`config.mk`:
```
export PLATFORM = sky130hd
export DESIGN_NAME = cpu_memory_arbiter_nport
export DESIGN_NICKNAME = d
export VERILOG_FILES = /design/src/rtl/cpu_mem_pkg.sv /design/src/rtl/rr_priority_select.sv /design/src/rtl/cpu_memory_arbiter_nport.sv
export SDC_FILE = /design/constraint.sdc
export NUM_CORES = 1
export LEC_CHECK = 0
export ABC_AREA = 1
export BUFFER_PORTS_ARGS = -buffer_cell sky130_fd_sc_hd__buf_2
export CORE_MARGIN = 2
export CORE_UTILIZATION = 30
export DETAILED_ROUTE_END_ITERATION = 10
export GPL_ROUTABILITY_DRIVEN = 0
export PLACE_DENSITY = 0.62
export SYNTH_ARGS = -nofsm -noshare
export SYNTH_HDL_FRONTEND = slang
export SYNTH_HIERARCHICAL = 1
export SYNTH_SLANG_ARGS = --single-unit
```
`constraint.sdc`:
```
create_clock -name CLK -period 1.6 [get_ports CLK]
set_input_delay 0.16 -clock CLK [delete_from_list [all_inputs] [get_ports CLK]]
set_output_delay 0.16 -clock CLK [all_outputs]
set_load 0.05 [all_outputs]
```
`src/rtl/cpu_mem_pkg.sv`:
```
// Shared definitions for the N-port CPU memory arbiter: FSM encodings and
// well-known requester port indices.
package cpu_mem_pkg;

    typedef enum logic [1:0] {
        ST_IDLE    = 2'b00,
        ST_GRANT   = 2'b01,
        ST_RELEASE = 2'b10
    } state_t;

    localparam int PORT_INSTR = 0;
    localparam int PORT_DATA  = 1;

endpackage

```
`src/rtl/rr_priority_select.sv`:
```
// Combinational winner selection: first requesting port found searching upward
// from a start index with wrap; fixed mode always starts at the instruction port.
module rr_priority_select
    import cpu_mem_pkg::*;
#(
    parameter int NPORTS = 4,
    parameter int PTR_W  = $clog2(NPORTS)
) (
    input  logic [NPORTS-1:0] req,
    input  logic [PTR_W-1:0]  ptr,
    input  logic              rr_mode,
    output logic [NPORTS-1:0] winner,
    output logic [PTR_W-1:0]  winner_idx
);

    logic [PTR_W-1:0] start;
    logic             found;
    int               idx;

    always_comb begin
        winner     = '0;
        winner_idx = '0;
        found      = 1'b0;
        idx        = 0;
        start      = rr_mode ? ptr : PTR_W'(PORT_INSTR);
        for (int k = 0; k < NPORTS; k++) begin
            idx = int'(start) + k;
            if (idx >= NPORTS) idx = idx - NPORTS;
            if (!found && req[idx]) begin
                found       = 1'b1;
                winner[idx] = 1'b1;
                winner_idx  = PTR_W'(idx);
            end
        end
    end

endmodule

```
`src/rtl/cpu_memory_arbiter_nport.sv`:
```
// Arbitrates NPORTS requesters onto one valid/ready memory bus with burst hold,
// a per-grant beat cap, a one-cycle release gap and tagged read-data return.
module cpu_memory_arbiter_nport
    import cpu_mem_pkg::*;
#(
    parameter int NPORTS    = 4,
    parameter int ADDR_W    = 16,
    parameter int DATA_W    = 16,
    parameter int RR_MODE   = 1,
    parameter int MAX_BURST = 8
) (
    input  logic                       CLK,
    input  logic                       RST,
    input  logic [NPORTS-1:0]          req_valid,
    input  logic [NPORTS-1:0]          req_wr,
    input  logic [NPORTS*ADDR_W-1:0]   req_addr,
    input  logic [NPORTS*DATA_W-1:0]   req_wdata,
    output logic [NPORTS-1:0]          req_ready,
    output logic [DATA_W-1:0]          rdata,
    output logic [NPORTS-1:0]          rdata_valid,
    output logic [ADDR_W-1:0]          mem_address,
    output logic [DATA_W-1:0]          mem_data_out,
    output logic                       mem_wr,
    output logic                       mem_valid,
    input  logic                       mem_ready,
    input  logic [DATA_W-1:0]          mem_data_in
);

    localparam int PTR_W = $clog2(NPORTS);

    state_t              state, state_nxt;
    logic [NPORTS-1:0]   grant;
    logic [PTR_W-1:0]    g;
    logic [PTR_W-1:0]    rr_ptr;
    logic [7:0]          beat_cnt;
    logic                rd_pend;
    logic [NPORTS-1:0]   rd_tag;
    logic [NPORTS-1:0]   win;
    logic [PTR_W-1:0]    win_idx;
    logic                accept;
    logic                release_now;

    rr_priority_select #(
        .NPORTS (NPORTS),
        .PTR_W  (PTR_W)
    ) u_select (
        .req        (req_valid),
        .ptr        (rr_ptr),
        .rr_mode    (RR_MODE != 0),
        .winner     (win),
        .winner_idx (win_idx)
    );

    always_ff @(posedge CLK or posedge RST) begin
        if (RST) state <= ST_IDLE;
        else     state <= state_nxt;
    end

    always_comb begin
        state_nxt    = state;
        mem_valid    = 1'b0;
        mem_wr       = 1'b0;
        mem_address  = '0;
        mem_data_out = '0;
        req_ready    = '0;
        accept       = 1'b0;
        release_now  = 1'b0;
        case (state)
            ST_IDLE: begin
                if (|req_valid) state_nxt = ST_GRANT;
            end
            ST_GRANT: begin
                mem_valid    = req_valid[g];
                mem_wr       = req_wr[g];
                mem_address  = req_addr[g*ADDR_W +: ADDR_W];
                mem_data_out = req_wdata[g*DATA_W +: DATA_W];
                accept       = mem_valid & mem_ready;
                req_ready[g] = accept;
                // Cap check uses the post-increment count of this beat.
                release_now  = !req_valid[g] ||
                               (accept && (beat_cnt + 8'd1 == 8'(MAX_BURST)));
                if (release_now) state_nxt = ST_RELEASE;
            end
            ST_RELEASE: state_nxt = ST_IDLE;
            default:    state_nxt = ST_IDLE;
        endcase
    end

    always_ff @(posedge CLK or posedge RST) begin
        if (RST) begin
            grant    <= '0;
            g        <= '0;
            rr_ptr   <= '0;
            beat_cnt <= '0;
            rd_pend  <= 1'b0;
            rd_tag   <= '0;
        end else begin
            // Tag follows the accepted read so its data lands one cycle later,
            // even if the grant is already being released.
            rd_pend <= accept & ~mem_wr;
            rd_tag  <= grant;
            case (state)
                ST_IDLE: begin
                    if (|req_valid) begin
                        grant <= win;
                        g     <= win_idx;
                    end
                end
                ST_GRANT: begin
                    if (accept) beat_cnt <= beat_cnt + 8'd1;
                    if (release_now) begin
                        grant  <= '0;
                        rr_ptr <= (g == PTR_W'(NPORTS-1)) ? '0 : g + PTR_W'(1);
                    end
                end
                ST_RELEASE: beat_cnt <= '0;
                default: ;
            endcase
        end
    end

    assign rdata_valid = rd_pend ? rd_tag : '0;
    assign rdata       = rd_pend ? mem_data_in : '0;

endmodule

```
==> out/results.tsv, run 1 <==
metric	value	unit
data arrival time at the worst-slack endpoint	1.62	ns
filler-free cell count of the finished design	901	
latest clock arrival within the worst-skew pair	0.26	ns
WP data required	1.44	ns
Clk pin slew, worst setup/hold paths	0.08	ns
setup slack at placement	-0.0972	ns
DIE AREA	0.0105	mm2
leakage	2.92	nW
Total Power Consumption	11.3	mW
number of buffer cells added on primary ports	212	
setup clock skew after layout	0.00631	ns
drt first pass iters	4	
detailed-placement wirelength estimate	9520	um
Final Max Slew Viols	0	
Clock Sinks	23	
die boundary width	102	um
GRT Residual Overflow	0	
maximum achievable frequency	0.563	GHz
commonest cells after routing, fill and taps aside	buf_2 (174), nor2_1 (135), nand2_1 (69)	
RSZ-0062 raised after global routing	true	
most frequent standard cell in the layout excluding fill and tap cells	buf_2	
number of inserted filler cells in the final layout	859	
core region area	0.00928	mm2
CTS Buffer Depth	2	
Vias	4365	
category of the critical setup timing path	register to primary output	
pin count of the biggest net entering global routing	33	
count of flip-flops with a built-in enable after synthesis	0	
synthesized net count	687	
power per unit of standard cell area	1960	mW/mm2
portion of the post-synthesis area used by sequential elements	19.9	%
total setup violations reported at the end of the flow	43	
layout cells sized above 1	53.2	%
post-synthesis async set-or-reset flop share	100	%
H-tree depth	1	
gr usage total	22.2	%
via count of the first global-routing pass	4020	
number of placed cells counting well taps	874	
Diodes inserted	0	
signed area change from the synthesized netlist to the final layout	98.4	%
failing checks	negative setup slack	
Initial Util	31.2	%
syn_area_per_cell	5.50	um2
peak fanout along the critical path	6	
CTS tree	done	
Critical Path Source Type	register	
initial antenna violation count	0	
buffer type at the clock tree root	clkbuf_8	
Max IR drop VDD	1.23	mV
total count of hold-check failures in the final report	0	
Synth Register Bits	23	
global-route wire length before repair	18700	um
number of different library cells in the post-synthesis netlist	30	
Final #Nets	933	
final critical-path setup slack	-0.176	ns
path class of the lowest-slack min-delay path	input pin to register	
final instance area	0.00575	mm2
number of placement rows	35	
Final min period	1.78	ns
number of remaining DRC errors	0	
number of buffers inserted during clock tree synthesis	3	
critical path capture point type	primary output	
starting DRC count in detailed routing	175	
post-detailed-route count of antenna-violating nets	0	
share of the clock period used by the worst path	111	%
total length of routed wires	12900	um
result of the run	finished with violations	
Max Cap Violations	0	
vias per cell	4.84	
synthesized netlist cell count	527	
most used flip-flop cell after synthesis	dfrtp_1	
routed wirelength normalized by instance count	14.3	um
number of primary I/O pins	213	
height of the die	102	um
Syn. warnings	6	
post-placement cell area	0.00470	mm2
area of the mapped netlist	0.00290	mm2
## per-layer routing
| layer | global-route usage, % | wire length, um |
|---|---|---|
| met2 | 40.0 | 6910 |
| met3 | 2.46 | 697 |
| met4 | 5.74 | 171 |
| met5 | 0 | 0 |
| met1 | 28.1 | 5130 |
## cells by family after synthesis
family	Yosys count	share of synthesized area (%)
and+or+nand+nor	300	45.4
AOI/OAI and AO/OA	111	19.4
buffers and inverters	86	12.7
DFF	23	19.9
adders and majority gates	5	2.16
xor gates and xnor gates	1	0.302
other	1	0.129
## where the power goes
group          internal, mW  leakage (nW)  switching, mW
registers             0.807         0.294          0.201
clock network         0.174        0.0255          0.185
logic                  3.96          2.60           5.96
total                  4.94          2.92           6.35
## worst paths after layout
| check | startpoint | end | slack (ns) | depth (start not counted) |
|---|---|---|---|---|
| worst max-delay path | g[0]$_DFFE_PP0P_ | req_ready[3] | -0.18 | 9 |
| worst min-delay path | mem_ready | rd_pend$_DFF_PP0_ | 0.27 | 3 |
| worst max register to register | g[0]$_DFFE_PP0P_ | beat_cnt[2]$_DFFE_PP0P_ | -0.10 | 12 |
| worst min register to register | grant[0]$_DFFE_PP0P_ | rd_tag[0]$_DFF_PP0_ | 0.38 | 0 |
| max in group asynchronous | RST | beat_cnt[3]$_DFFE_PP0P_ | 0.87 | 4 |
| min in group asynchronous | RST | beat_cnt[7]$_DFFE_PP0P_ | 0.48 | 4 |
## cell usage after synthesis (2+ instances only)
master	n	area share, %
clkinv_1	6	0.78
buf_2	10	1.7
inv_1	43	5.6
buf_1	3	0.39
o21ai_1	3	0.52
nor2_1	145	19
nand3_1	47	8.1
o22ai_1	3	0.65
dfrtp_1	23	20
clkbuf_1	13	1.7
inv_2	5	0.65
a21oi_1	34	5.9
nand4_1	2	0.43
inv_4	2	0.43
nand2_1	82	11
ha_1	5	2.2
buf_6	3	1.2
o21ai_0	70	12
nand2_4	8	3.1
nand2_2	10	2.2
## registers in the layout, summed over array words and instances, names as in the netlist
name,count
beat_cnt,8
grant,4
rd_tag,4
g,2
rr_ptr,2
state,2
rd_pend,1
## area by class of cell
class	count	area (um2)	area share, %
Inverter	56	234	4.07
Sequential cell	23	584	10.2
Clock inverter	1	5.00	0.0871
Timing Repair Buffer	269	2010	35.0
Clock buffer	3	41.3	0.718
Multi-Input combinational cell	420	2710	47.2
Tap cell	129	161	2.81
## through the flow
step / hold WS (ns) / TNS (ns) / util, %
2_1_floorplan: 0.162 / -0.804 / -
3_3_place_gp: 0.218 / -0.197 / 50.6
3_5_place_dp: 0.223 / -1.38 / 50.6
4_1_cts: 0.274 / -5.52 / 56.4
5_1_grt: 0.275 / -8.27 / 61.9
6_report: 0.266 / -5.55 / 61.9
## critical path, stage by stage, from the launching register on
cell      delay, ns
dfrtp_2        0.42
buf_8          0.15
clkinv_8       0.06
nand2_2        0.05
nand3_2        0.06
nand2_2        0.07
nor2_4         0.11
nand2_4        0.12
nor2_4         0.14
buf_8          0.15
## what timing repair did
| item | CTS | global route |
|---|---|---|
| endpoints found under the setup margin | 43 | 64 |
| resized for setup | 173 | 92 |
| setup buffers | 6 | 11 |
| hold buffers | 1 | 0 |
| cloned | 2 | 4 |
| endpoints found under the hold margin | 23 | 0 |
| pin swaps | 6 | 23 |
No activity file was read; power rests on OpenSTA's default activity.
==> run 2: changes to the inputs <==
- BUFFER_PORTS_ARGS: -buffer_cell sky130_fd_sc_hd__buf_2 -> default
- DONT_BUFFER_PORTS: default -> 1
- PLACE_DENSITY: 0.62 -> 0.44
==> run 2 against run 1 <==
  * The run still ends with negative setup slack left
  * Total power up 6.3%
  * Largest cell class unchanged
  * First-iteration DRC count down 57%
  * Combinational power up 7%
  * Cell count down 19%
  * Non-clock buffer count down 174
  * Via count down 15%
  * Clock skew up 0.00096 ns
  * Flip-flop and latch count unchanged
  * Sequential share of layout area up 0.99 points
  * Critical endpoint is now mem_address[11]
  * Final area down 8.8%
==> out/results.tsv, run 2 (synthesis results as in run 1) <==
metric	value	unit
Clk pin slew, worst setup/hold paths	0.08	ns
Total Power Consumption	12.0	mW
Clock Sinks	23	
setup clock skew after layout	0.00727	ns
WP data required	1.44	ns
CTS Buffer Depth	2	
DIE AREA	0.0105	mm2
power per unit of standard cell area	2290	mW/mm2
number of placement rows	35	
worst hold path cell count	2	
CTS tree	done	
latest clock arrival within the worst-skew pair	0.27	ns
final critical-path setup slack	-0.217	ns
register with the most flip-flops	beat_cnt	
via count of the first global-routing pass	3354	
drt first pass iters	4	
category of the critical setup timing path	register to primary output	
failing checks	negative setup slack	
fraction of the core area covered by cells at the end of the flow	56.4	%
RSZ-0062 raised after global routing	true	
Slowest cell on crit path	dfrtp_2	
core region area	0.00928	mm2
Initial Util	31.2	%
number of buffer cells added on primary ports	0	
number of buffers inserted during clock tree synthesis	3	
critical path capture point type	primary output	
Critical Path Source Type	register	
Diodes inserted	0	
buffer type at the clock tree root	clkbuf_8	
total setup violations reported at the end of the flow	39	
total count of hold-check failures in the final report	0	
vias per cell	5.08	
maximum achievable frequency	0.550	GHz
H-tree depth	1	
Hold Path End	rd_pend$_DFF_PP0_	
Vias	3690	
peak fanout along the critical path	22	
number of flip-flops under the largest register name	8	
gr usage total	19.3	%
Final min period	1.82	ns
registers with the most flip-flops	beat_cnt x8, grant x4, rd_tag x4	
data arrival time at the worst-slack endpoint	1.66	ns
signed area change from the synthesized netlist to the final layout	80.9	%
length in cells of the worst reg-to-reg path	11	
detailed-placement wirelength estimate	8290	um
clock share of power	3.0	%
commonest cells after routing, fill and taps aside	nor2_1 (131), nand2_1 (67), o21ai_1 (52)	
cell breakdown of the critical path	inv_4, buf_6, o21ai_0, buf_4, a21oi_4, buf_12	
result of the run	finished with violations	
Max stage delay on crit path	0.46	ns
share of the clock period used by the worst path	114	%
starting DRC count in detailed routing	76	
total length of routed wires	11800	um
Final #Nets	759	
reg-to-reg endpoint	rd_pend$_DFF_PP0_	
post-detailed-route count of antenna-violating nets	0	
Max Cap Violations	0	
number of inserted filler cells in the final layout	883	
pin count of the biggest net entering global routing	48	
switching share of power	53.4	%
Reg2Reg Setup Slack	-0.19	ns
layout cells sized above 1	40.3	%
start point of the worst hold path	mem_ready	
Final Max Slew Viols	0	
Switch Pwr	6.41	mW
path class of the lowest-slack min-delay path	input pin to register	
number of primary I/O pins	213	
most frequent standard cell in the layout excluding fill and tap cells	nor2_1	
fraction of power consumed by sequential logic	8.8	%
origin of the critical flop-to-flop path	g[0]$_DFFE_PP0P_	
height of the die	102	um
fraction of power consumed by combinational cells	88.2	%
GRT Residual Overflow	0	
leakage	2.29	nW
Pint	5.59	mW
die boundary width	102	um
initial antenna violation count	0	
Max IR drop VDD	0.979	mV
routed wirelength normalized by instance count	16.3	um
number of remaining DRC errors	0	
global-route wire length before repair	16300	um
==> run 2: layer usage <==
metal / up-vias / share of wire [%] / GRT usage (%)
met4: 0 / 1.1 / 2.87
li1: 1827 / - / -
met1: 1702 / 39 / 24.1
met5: - / 0 / 0
met2: 146 / 54 / 34.8
met3: 15 / 6.7 / 4.24
==> run 2: final cells by class <==
cell class	instances	area [um2]	share of cell area, %
tap	129	161	3.08
timing repair buffer	95	1460	27.8
sequential	23	584	11.2
clock buffer	4	45.0	0.860
inverter	56	235	4.49
multi-input combinational	420	2760	52.6
==> run 2: metrics by stage <==
step           instances  instance area [um2]  hold slack, ns  setup TNS, ns  setup slack (ns)
2_1_floorplan        527                 3320           0.162         -0.804            -0.217
3_3_place_gp         695                 4400           0.119        -0.0111           -0.0111
3_5_place_dp         695                 4400           0.114        -0.0152           -0.0152
4_1_cts              710                 4690          0.0353          -6.89            -0.244
5_1_grt              727                 5240          0.0179         -10.37            -0.306
6_report             727                 5240          0.0324          -6.48            -0.217
==> run 2: worst max path at each step <==
stage / slack, ns / end / from / depth (start not counted)
floorplan: -0.22 / req_ready[0] / g[0]$_DFFE_PP0P_ / 9
global placement: -0.01 / mem_wr / g[0]$_DFFE_PP0P_ / 7
CTS: -0.24 / mem_address[11] / g[0]$_DFFE_PP0P_ / 6
global route: -0.31 / mem_address[11] / g[0]$_DFFE_PP0P_ / 8
finish: -0.22 / mem_address[11] / g[0]$_DFFE_PP0P_ / 6
detailed placement: -0.02 / mem_wr / g[0]$_DFFE_PP0P_ / 7
==> run 2: worst max-delay path: cells and delay by family, from the launching register on <==
kind / cells / cell delay [ns]
compound gates: 2 / 0.28
buf+inv: 4 / 0.65
flops: 1 / 0.46
==> run 2: repair_timing <==
action,in CTS,in global routing
hold endpoints to repair,23,0
resized for setup,78,88
endpoints found under the setup margin,39,67
setup buffers,8,10
gates cloned,2,7
hold buffers,1,0
pin swaps,6,20
==> run 2: power groups by stage <==
stage | clock [mW] | sequential, mW | combinational [mW]
5_1_grt | 0.405 | 1.08 | 11.2
6_report | 0.359 | 1.05 | 10.6
3_5_place_dp | 0 | 1.01 | 8.96
2_1_floorplan | 0 | 0.933 | 5.65
3_3_place_gp | 0 | 1.00 | 8.91
4_1_cts | 0.371 | 1.00 | 9.62
==> run 3: changes to the inputs <==
- HOLD_SLACK_MARGIN: default -> 0.06
==> run 3 against run 2 <==
  * The flow still finishes with violations (negative setup slack)
  * Sequential share of layout area about the same
  * Final area up 0.19%
  * Critical path depth is the same
  * Setup slack worse by 0.0043 ns
  * Clock skew about the same
  * Combinational power hardly changed
  * Routed wire length down 0.27%
  * Critical endpoint is now req_ready[0]
  * Largest power group unchanged
  * Highest routed layer unchanged
==> out/results.tsv, run 3 (synthesis results as in run 1) <==
metric	value	unit
Hold Path End	grant[3]$_DFFE_PP0P_	
via count of the first global-routing pass	3356	
registers with the most flip-flops	beat_cnt x8, grant x4, rd_tag x4	
Initial Util	31.2	%
latest clock arrival within the worst-skew pair	0.26	ns
DIE AREA	0.0105	mm2
result of the run	finished with violations	
multi-input combinational cell area	0.00276	mm2
register with the most flip-flops	beat_cnt	
CTS Buffer Depth	2	
failing checks	negative setup slack	
core region area	0.00928	mm2
number of buffers inserted during clock tree synthesis	3	
maximum achievable frequency	0.549	GHz
Worst Hold Slack	0.224	ns
Max IR drop VDD	0.979	mV
setup clock skew after layout	0.00708	ns
Clock Sinks	23	
total setup violations reported at the end of the flow	40	
number of primary I/O pins	213	
data arrival time at the worst-slack endpoint	1.66	ns
number of buffer cells added on primary ports	0	
layout cells sized above 1	40.2	%
post-detailed-route count of antenna-violating nets	0	
Vias	3684	
peak fanout along the critical path	24	
share of the clock period used by the worst path	114	%
start point of the worst hold path	req_valid[3]	
critical path capture point type	primary output	
path class of the lowest-slack min-delay path	input pin to register	
reg-to-reg endpoint	rd_pend$_DFF_PP0_	
leakage	2.29	nW
Reg2Reg Setup Slack	-0.21	ns
vias per cell	5.06	
drt first pass iters	4	
height of the die	102	um
starting DRC count in detailed routing	74	
routed wirelength normalized by instance count	16.2	um
buffer type at the clock tree root	clkbuf_8	
total length of routed wires	11800	um
final critical-path setup slack	-0.221	ns
gr usage total	19.3	%
global-route wire length before repair	16300	um
die boundary width	102	um
commonest cells after routing, fill and taps aside	nor2_1 (131), nand2_1 (67), o21ai_1 (52)	
worst hold path cell count	6	
Critical Path Source Type	register	
pin count of the biggest net entering global routing	48	
category of the critical setup timing path	register to primary output	
number of flip-flops under the largest register name	8	
most frequent standard cell in the layout excluding fill and tap cells	nor2_1	
initial antenna violation count	0	
number of placement rows	35	
Final Max Slew Viols	0	
Final #Nets	760	
RSZ-0062 raised after global routing	true	
H-tree depth	1	
signed area change from the synthesized netlist to the final layout	81.3	%
GRT Residual Overflow	0	
origin of the critical flop-to-flop path	g[0]$_DFFE_PP0P_	
filler-free cell count of the finished design	728	
power per unit of standard cell area	2290	mW/mm2
CTS tree	done	
Diodes inserted	0	
register cell area after layout	584	um2
Clk pin slew, worst setup/hold paths	0.07	ns
number of remaining DRC errors	0	
detailed-placement wirelength estimate	8290	um
Final min period	1.82	ns
Max Cap Violations	0	
total count of hold-check failures in the final report	0	
number of inserted filler cells in the final layout	882	
number of placed cells counting well taps	695	
length in cells of the worst reg-to-reg path	11	
WP data required	1.44	ns
run 3: cell types whose count changed in the layout (fill, tap and decap cells not counted):
cell | previous run | this run
dlygate4sd3_1 | 1 | 2
run 3: metal layers:
metal  track usage, %  vias up  wire (um)
met4             2.87        0        102
met2             34.8      144       6360
met3             4.31       11        772
li1                 -     1833          -
met1             24.1     1696       4570
met5                0        -          0
run 3: what timing repair did:
| item | in CTS | in global routing |
|---|---|---|
| hold buffers | 2 | 0 |
| pin swaps | 6 | 21 |
| hold endpoints to repair | 24 | 0 |
| gates resized for setup | 78 | 88 |
| endpoints found under the setup margin | 39 | 67 |
| setup buffers | 8 | 10 |
| cloned | 2 | 7 |
run 3: critical path, cell delays in order, from the launching register on:
cell and delay (ns):
dfrtp_2 0.46, inv_4 0.13, bufbuf_16 0.33, ha_1 0.16
inv_1 0.07, nor2_4 0.11, buf_12 0.14
run 3: cell type report:
cell class | instances | share of cell area (%)
Clock buffer | 4 | 0.858
Inverter | 56 | 4.48
Multi-Input combinational cell | 420 | 52.5
Sequential cell | 23 | 11.1
Tap cell | 129 | 3.07
Timing Repair Buffer | 96 | 28.0
run 3: worst max-delay path by stage:
stage	from	endpoint	slack (ns)	cells past startpoint
global placement	g[0]$_DFFE_PP0P_	mem_wr	-0.01	7
global route	g[0]$_DFFE_PP0P_	mem_address[11]	-0.31	8
detailed placement	g[0]$_DFFE_PP0P_	mem_wr	-0.02	7
finish	g[0]$_DFFE_PP0P_	req_ready[0]	-0.22	6
floorplan	g[0]$_DFFE_PP0P_	req_ready[0]	-0.22	9
CTS	g[0]$_DFFE_PP0P_	mem_address[11]	-0.24	6
run 3: per-stage QoR:
| step | TNS (ns) | cell area (um2) | setup slack [ns] | power, mW | util [%] |
|---|---|---|---|---|---|
| floorplan | -0.804 | 3320 | -0.217 | 6.58 | - |
| global placement | -0.0111 | 4400 | -0.0111 | 9.92 | 47.4 |
| detailed placement | -0.0152 | 4400 | -0.0152 | 9.97 | 47.4 |
| CTS | -6.89 | 4700 | -0.244 | 11.0 | 50.6 |
| global route | -10.40 | 5250 | -0.306 | 12.7 | 56.5 |
| finish | -6.56 | 5250 | -0.221 | 12.0 | 56.5 |
run 3: report_power, final:
| part | internal, mW | switching (mW) | leakage, nW |
|---|---|---|---|
| Sequential | 0.810 | 0.241 | 0.294 |
| Clock | 0.178 | 0.181 | 0.0228 |
| Combinational | 4.61 | 5.98 | 1.98 |
